--- config.mk ---
export PLATFORM = sky130hd
export DESIGN_NAME = uart_tx_gpio
export DESIGN_NICKNAME = d
export VERILOG_FILES = /design/src/rtl/uart_tx_gpio.sv
export SDC_FILE = /design/constraint.sdc
export NUM_CORES = 1
export LEC_CHECK = 0
export ABC_AREA = 1
export BUFFER_PORTS_ARGS = -buffer_cell sky130_fd_sc_hd__clkbuf_2
export CAP_MARGIN = 20
export CELL_PAD_IN_SITES_DETAIL_PLACEMENT = 1
export CELL_PAD_IN_SITES_GLOBAL_PLACEMENT = 2
export CORE_ASPECT_RATIO = 0.6
export CORE_UTILIZATION = 25
export DETAILED_ROUTE_END_ITERATION = 10
export PLACE_DENSITY_LB_ADDON = 0.1
export SLEW_MARGIN = 20
export SYNTH_ARGS = -nofsm -noshare
export SYNTH_HDL_FRONTEND = slang
export SYNTH_SLANG_ARGS = --single-unit
--- constraint.sdc ---
create_clock -name clk -period 1.67 [get_ports clk]
set_clock_uncertainty 0.15 [all_clocks]
set_input_delay 0.334 -clock clk [delete_from_list [all_inputs] [get_ports clk]]
set_output_delay 0.334 -clock clk [all_outputs]
set_load 0.02 [all_outputs]
--- src/rtl/uart_tx_gpio.sv ---
// uart_tx_gpio: memory-mapped 8N1 UART transmitter, 1-byte buffer.
// clk/rst_n; addr,data_in,rd_strobe,wr_strobe in; data_out,uart_tx out.
module uart_tx_gpio #(
  parameter int CLKS_PER_BIT = 434
) (
  input  logic        clk,
  input  logic        rst_n,
  input  logic [31:0] addr,
  input  logic [31:0] data_in,
  input  logic        rd_strobe,
  input  logic [3:0]  wr_strobe,
  output logic [31:0] data_out,
  output logic        uart_tx
);

  typedef enum logic [1:0] {
    IDLE,
    START,
    DATA,
    STOP
  } state_t;

  localparam logic [15:0] RELOAD =
    16'(CLKS_PER_BIT - 1);

  state_t      state_q, state_d;
  logic [7:0]  buf_q, buf_d;
  logic        full_q, full_d;
  logic        ovf_q, ovf_d;
  logic [7:0]  shift_q, shift_d;
  logic [15:0] cnt_q, cnt_d;
  logic [2:0]  idx_q, idx_d;
  logic        tx_q, tx_d;
  logic [31:0] dout_q, dout_d;

  logic sel_data, sel_stat;
  logic wr_data, rd_data, rd_stat;
  logic busy, bit_end, load;
  logic accept, ovf_set;
  logic unused;

  assign unused = ^{addr[27:0], data_in[31:8]};

  assign sel_data = addr[31:28] == 4'h8;
  assign sel_stat = addr[31:28] == 4'h9;
  assign wr_data  = |wr_strobe && sel_data;
  assign rd_data  = rd_strobe && sel_data;
  assign rd_stat  = rd_strobe && sel_stat;

  assign busy    = state_q != IDLE;
  assign bit_end = cnt_q == 16'd0;

  // Buffer drains into the shifter from IDLE or
  // at the last cycle of a stop bit.
  assign load = full_q &&
    (state_q == IDLE ||
     (state_q == STOP && bit_end));

  // A write landing on the drain edge refills.
  assign accept  = wr_data && (!full_q || load);
  assign ovf_set = wr_data && full_q && !load;

  always_comb begin
    state_d = state_q;
    shift_d = shift_q;
    cnt_d   = cnt_q;
    idx_d   = idx_q;
    tx_d    = tx_q;
    unique case (state_q)
      IDLE: begin
        if (load) begin
          state_d = START;
          shift_d = buf_q;
          cnt_d   = RELOAD;
          tx_d    = 1'b0;
        end
      end
      START: begin
        if (bit_end) begin
          state_d = DATA;
          cnt_d   = RELOAD;
          idx_d   = 3'd0;
          tx_d    = shift_q[0];
        end else begin
          cnt_d = cnt_q - 16'd1;
        end
      end
      DATA: begin
        if (bit_end) begin
          cnt_d = RELOAD;
          if (idx_q == 3'd7) begin
            state_d = STOP;
            tx_d    = 1'b1;
          end else begin
            idx_d   = idx_q + 3'd1;
            shift_d = {1'b0, shift_q[7:1]};
            tx_d    = shift_q[1];
          end
        end else begin
          cnt_d = cnt_q - 16'd1;
        end
      end
      STOP: begin
        if (bit_end) begin
          if (load) begin
            state_d = START;
            shift_d = buf_q;
            cnt_d   = RELOAD;
            tx_d    = 1'b0;
          end else begin
            state_d = IDLE;
            tx_d    = 1'b1;
          end
        end else begin
          cnt_d = cnt_q - 16'd1;
        end
      end
      default: begin
        state_d = IDLE;
        tx_d    = 1'b1;
      end
    endcase
  end

  always_comb begin
    buf_d  = buf_q;
    full_d = full_q;
    ovf_d  = ovf_q;
    dout_d = dout_q;
    if (accept) begin
      buf_d  = data_in[7:0];
      full_d = 1'b1;
    end else if (load) begin
      full_d = 1'b0;
    end
    // Set beats the read-to-clear.
    if (ovf_set) ovf_d = 1'b1;
    else if (rd_stat) ovf_d = 1'b0;
    unique case (1'b1)
      rd_stat: dout_d = {29'h0, ovf_q, full_q, busy};
      rd_data: dout_d = {24'h0, buf_q};
      default: dout_d = dout_q;
    endcase
  end

  always_ff @(posedge clk or negedge rst_n) begin
    if (!rst_n) begin
      state_q <= IDLE;
      buf_q   <= 8'h0;
      full_q  <= 1'b0;
      ovf_q   <= 1'b0;
      shift_q <= 8'h0;
      cnt_q   <= 16'h0;
      idx_q   <= 3'd0;
      tx_q    <= 1'b1;
      dout_q  <= 32'h0;
    end else begin
      state_q <= state_d;
      buf_q   <= buf_d;
      full_q  <= full_d;
      ovf_q   <= ovf_d;
      shift_q <= shift_d;
      cnt_q   <= cnt_d;
      idx_q   <= idx_d;
      tx_q    <= tx_d;
      dout_q  <= dout_d;
    end
  end

  assign uart_tx  = tx_q;
  assign data_out = dout_q;

endmodule

# [Word-level counts from Yosys, hierarchy flattened]
# Cells that the tools add are included.
[word_totals] register_bits=72 out_inout_bits=33
[op_classes] addsub=2 eq_ne=12 mux=31 n_reduce_logical=26
[op_table] operator="$pmux W32 S2" n=1
[op_table] operator="$mux W16" n=3
[op_table] operator="$pmux W16 S3" n=1
[op_table] operator="$mux W8" n=4
[op_table] operator="$pmux W8 S3" n=1
[op_table] operator="$logic_not A16 Y1" n=1
[op_table] operator="$sub A16 B1 Y16 const B" n=1
[op_table] operator="$ne A2 B2 Y1 const B" n=6
[op_table] operator="$reduce_and A4 Y1" n=3
[op_table] operator="$mux W1" n=10
[op_table] operator="$mux W2" n=5
[op_table] operator="$reduce_bool A2 Y1" n=5
[op_table] operator="$mux W3" n=3
[op_table] operator="$eq A4 B4 Y1 const B" n=2
[op_table] operator="$logic_and A1 B1 Y1" n=8
[op_table] operator="$pmux W2 S4" n=1
[op_table] operator="$pmux W3 S2" n=1
[op_table] operator="$reduce_and A5 Y1" n=1
[op_table] operator="$eq A2 B2 Y1 const B" n=2
[op_table] operator="$pmux W1 S4" n=1
[op_table] operator="$reduce_or A4 Y1" n=1
[op_table] operator="$add A3 B1 Y3 const B" n=1
[op_table] operator="$eq A3 B3 Y1 const B" n=1
[op_table] operator="$reduce_bool A3 Y1" n=1
[op_table] operator="5 further kinds" n=7

# [Logic depth before layout (Yosys ltp)]
[logic_depth] ltp_word=7 depth_mapped=11 mapped_depth_nobuf=11

# [Least setup slack after synthesis]
# Ideal clock, no wire load.
[synth_path] kind="register to register" from="register state_q[0]" to="register state_q[0]" setup_time_ns=0.117 t_arrival_ns=1.556 required_time_ns=1.403 setup_slack_ns=-0.153 path_stages_with_launch=11 cell_sequence="dfrtp_1 > inv_1 > ha_1 > inv_1 > nand2_1 > o21ai_0 > nand2_1 > nor2_2 > nand2_1 > nand2_1 > nand2_1"
[synth_between] elab_chain_cells=7
[synth_rtl] item="start, declared" line_no="26" text="state_t state_q, state_d;"
[synth_rtl] item="start signal, assigned" line_no="158" text="state_q <= state_d;"
[synth_rtl] item="$eq A2 B2 Y1" line_no="57, 69"
[synth_rtl] item="$logic_and A1 B1 Y1" line_no="57" text="(state_q == STOP && bit_end));"
[synth_rtl] item="$logic_or A1 B1 Y1" line_no="56" text="(state_q == IDLE ||"
[synth_rtl] item="$logic_and A1 B1 Y1" line_no="55" text="assign load = full_q &&"
[synth_rtl] item="$mux W1" line_no="105" text="if (load) begin"
[synth_rtl] item="$mux W2" line_no="104" text="if (bit_end) begin"
[synth_rtl] item="$pmux W2 S4" line_no="69" text="unique case (state_q)"
# Several ways; a longest one is shown, not always the timed one. The select of a mux whose other input is x is not followed.
# A chain may end at the register's enable or synchronous reset.

# [Worst setup path after layout]
[layout_path] from="register cnt_q[11]" to="register buf_q[6]"
[layout_between] elab_chain_cells=6
[layout_rtl] item="start, declared" line_no="31" text="logic [15:0] cnt_q, cnt_d;"
[layout_rtl] item="start signal, assigned" line_no="163" text="cnt_q <= cnt_d;"
[layout_rtl] item="$logic_not A16 Y1" line_no="51" text="assign bit_end = cnt_q == 16'd0;"
[layout_rtl] item="$logic_and A1 B1 Y1" line_no="57"
[layout_rtl] item="$logic_or A1 B1 Y1" line_no="56"
[layout_rtl] item="$logic_and A1 B1 Y1" line_no="55"
[layout_rtl] item="$logic_or A1 B1 Y1" line_no="60" text="assign accept = wr_data && (!full_q || load);"
[layout_rtl] item="$logic_and A1 B1 Y1" line_no="60"
[layout_rtl] item="end signal, assigned" line_no="159" text="buf_q <= buf_d;"
[layout_rtl] item="end, declared" line_no="27" text="logic [7:0] buf_q, buf_d;"
# No other way between the ends.

==> flow_metrics.env <==
export IMPL_yosys_area_share_xor_xnor_pct=2.09
export IMPL_die_h_um=86.0
export IMPL_num_vias=2689
export IMPL_synth_main_ff_cell="dfrtp_1"
export IMPL_grt_usage_pct=15.8
export IMPL_path_class="flip-flop to flip-flop"
export IMPL_worstPathCellList="nor2_4, nand2_4, nor2_4, nand3_2, buf_4, nand3_4, nand2_8, nor2_4, a21oi_2"
export IMPL_fmax_mhz=557
export IMPL_fin_total_pwr_mw=3.04
export IMPL_max_stage_delay_ns=0.41
export IMPL_rsz0062_at_grt="true"
export IMPL_maxCapViolCount=0
export IMPL_yosysSeqAreaShare_pct=40.9
export IMPL_dr_pass1_iters=4
export IMPL_synth_edff_count=0
export IMPL_grt_pass1_vias=2635
export IMPL_slew_viol_final=0
export IMPL_slew_headroom_pct=56.7
export IMPL_clock_sinks=48
export IMPL_critPathMaxFanout=5
export IMPL_final_cell_area_um2=4390
export IMPL_crit_path_start_kind="flip-flop"
export IMPL_grt_max_degree=49
export IMPL_syn_area_um2=2940
export IMPL_start_util_pct=25.9
export IMPL_worstMarginPinSlew_ns=0.649
export IMPL_yosys_mux_area_fraction_pct=0.383
export IMPL_wirelength_um=8920
export IMPL_crit_top_cell="nor2_4"
export IMPL_wl_per_cell_um=14.0
export IMPL_htreeDepth=2
export IMPL_netlist_instances=364
export IMPL_hold_path_class="input pin to flip-flop"
export IMPL_antenna_found_initial=0
export IMPL_p_comb_share_pct=19.2
export IMPL_synth_top_family_by_area="simple AND/OR/NAND/NOR gates"
export IMPL_portBuffers=27
export IMPL_seq_power_share_pct=44.9
export IMPL_async_reset_ff_share_pct=100
export IMPL_grt_pass1_wl_um=14500
export IMPL_p_leak_nw=2.08
export IMPL_postLayoutCoreUtil_pct=38.6
export IMPL_hold_depth=3
export IMPL_path_clk_slew_ns=0.07
export IMPL_dp_hpwl_um=6560
export IMPL_worst_slack_ns=-0.125
export IMPL_drtAntennaViolNets=0
export IMPL_io_pins=104
export IMPL_setup_viol=36
export IMPL_clkPwrFrac_pct=36.0
export IMPL_yosysTopAreaCell="dfrtp_1"
export IMPL_die_area_um2=12200
export IMPL_syn_area_per_cell_um2=8.08
export IMPL_synthTopCellsByArea="dfrtp_1 (40%), nand2_1 (11%), buf_4 (6.1%)"
export IMPL_rr_startpoint="cnt_q[11]"
export IMPL_yosys_warnings=0
export IMPL_synth_compound_area_share_pct=10.6
export IMPL_r2r_setup_slack_ns=-0.12
export IMPL_root_buffer="clkbuf_16"
export IMPL_power_switching_uw=967
export IMPL_status="finished with violations"
export IMPL_synth_cell_types=38
export IMPL_swShare_pct=31.8
export IMPL_avgViaCountPerCell=4.23
export IMPL_drt_iter0_drc=115
export IMPL_core_area_um2=11400
export IMPL_die_w_um=142
export IMPL_layout_cells_non_filler=635
export IMPL_violations="setup timing"
export IMPL_synth_top_area_share_pct=40.0
export IMPL_antennaDiodeCount=0
export IMPL_reg2reg_to="buf_q[6]"
export IMPL_placed_area_um2=3710
export IMPL_cts_buffer_depth=2
export IMPL_min_from="data_in[3]"
export IMPL_hold_viol=0
export IMPL_synthSimpleGateAreaFrac_pct=28.5
export IMPL_crit_required_ns=1.71
export IMPL_layout_drive_gt1_share_pct=44.0
export IMPL_min_period_over_period_pct=107
export IMPL_crit_path_top_delay_cell="dfrtp_1"
export IMPL_fin_crit_ns=1.79
export IMPL_critPathArrivalTime_ns=1.83
export IMPL_clk_latency_ns=0.30
export IMPL_ys_seq_elements=48
export IMPL_numCtsBuffers=5
export IMPL_p_int_mw=2.08
export IMPL_place_gp_congestion=0.732
export IMPL_peakVddDrop_mv=0.363
export IMPL_drc=0
export IMPL_synth_fa_ha_area_share_pct=4.26
export IMPL_rows=30
export IMPL_place_inst=608
export IMPL_power_density_nw_per_um2=693
export IMPL_final_nets=555
export IMPL_area_growth_pct=49.4
export IMPL_cts_tree="yes"
export IMPL_grt_ovfl_total=0
export IMPL_reg2regPathDepth=9
export IMPL_min_to="buf_q[3]"
export IMPL_worst_setup_path_end_kind="flip-flop"
## cells by family (layout without fill, tap and decap cells)
logic type / count (synthesis) / count (layout)
flip-flops: 48 / 48
AND/OR/NAND/NOR: 169 / 171
adder cells (fa/ha/maj): 10 / 10
AO/OA/AOI/OAI: 54 / 54
XOR/XNOR: 7 / 7
other: 1 / 24
multiplexers: 1 / 1
buffers and inverters: 74 / 160
## synth_stat cells, types with 4 or more instances
cell type	number
a21oi_1	8
nand2_4	4
nand3_1	20
nand2_2	4
xor2_1	6
dfrtp_1	47
o21ai_0	32
nor2_4	4
ha_1	10
nand2_1	84
inv_1	44
buf_4	24
nor2_1	25
nand4_1	11
nor2_2	8
## power groups by stage
stage | logic, mW | registers [mW] | clock network (mW)
after floorplan | 0.277 | 1.44 | 0
after global placement | 0.500 | 1.38 | 0
after detailed placement | 0.509 | 1.39 | 0
after CTS | 0.562 | 1.37 | 1.14
after global routing | 0.649 | 1.38 | 1.16
final | 0.583 | 1.37 | 1.09
## per-stage QoR
stage / hold WS (ns) / setup WS (ns) / setup TNS (ns)
finish: 0.144 / -0.125 / -2.46
global route: 0.143 / -0.217 / -6.44
CTS: 0.117 / -0.142 / -3.50
detailed placement: 0.210 / -0.326 / -5.77
global placement: 0.203 / -0.306 / -5.19
floorplan: -0.112 / -0.00999 / -0.00999
## final cells by class
type / instances / area (um^2)
fillers: 1361 / 6980
multi-input cells: 267 / 1840
flip-flops and latches: 48 / 1200
repair buffers: 106 / 815
well taps: 160 / 200
inverters: 46 / 180
clock buffers: 6 / 139
clock inverters: 2 / 15.0
## routing by layer
layer	wire [um]	global-route usage, %	part of all wire (%)	vias to the layer above
met3	276	2.51	3.1	8
li1	-	-	-	1358
met1	5150	25.9	58	1271
met5	0	0	0	-
met4	97	4.40	1.1	0
met2	3400	20.1	38	52
## how the worst max path moves through the flow
stage,startpoint,endpoint,cells after the start
after floorplan,cnt_q[0],shift_q[0],9
after global placement,state_q[0],cnt_q[10],6
after detailed placement,state_q[0],cnt_q[6],6
after CTS,cnt_q[0],shift_q[4],11
after global routing,cnt_q[0],cnt_q[10],11
final,cnt_q[11],buf_q[6],9
## what timing repair did
action                     CTS  global route
pin swaps                   21            14
setup buffers                9             8
setup endpoints to repair   38            40
gates cloned                 2             0
hold endpoints to repair    47             0
hold buffers                 1             0
gates resized for setup     72            38
## worst max-delay path: cells and delay by family, from the launching register on
kind	cells	cell delay [ns]
buf+inv	1	0.15
compound gates	1	0.04
flops	1	0.41
simple gates	7	0.91
## state kept, by name (all words and copies together), names as in the netlist
name and count:
state_q 2, buf_q 8, shift_q 8, idx_q 3, ovf_q 1, uart_tx 1
data_out 8, full_q 1, cnt_q 16
## cells in the final DEF, fill, tap and decap left out, drive strengths merged, types with 2 or more instances in the layout
| cell | n |
|---|---|
| nand2 | 95 |
| buf | 78 |
| dfrtp | 47 |
| inv | 46 |
| nor2 | 37 |
| o21ai | 36 |
| clkbuf | 33 |
| conb | 24 |
| nand3 | 23 |
| nand4 | 11 |
| a21oi | 11 |
| ha | 10 |
| xor2 | 6 |
| nor3 | 4 |
| o221ai | 3 |
| clkinvlp | 2 |
(Power assumes the default switching activity.)
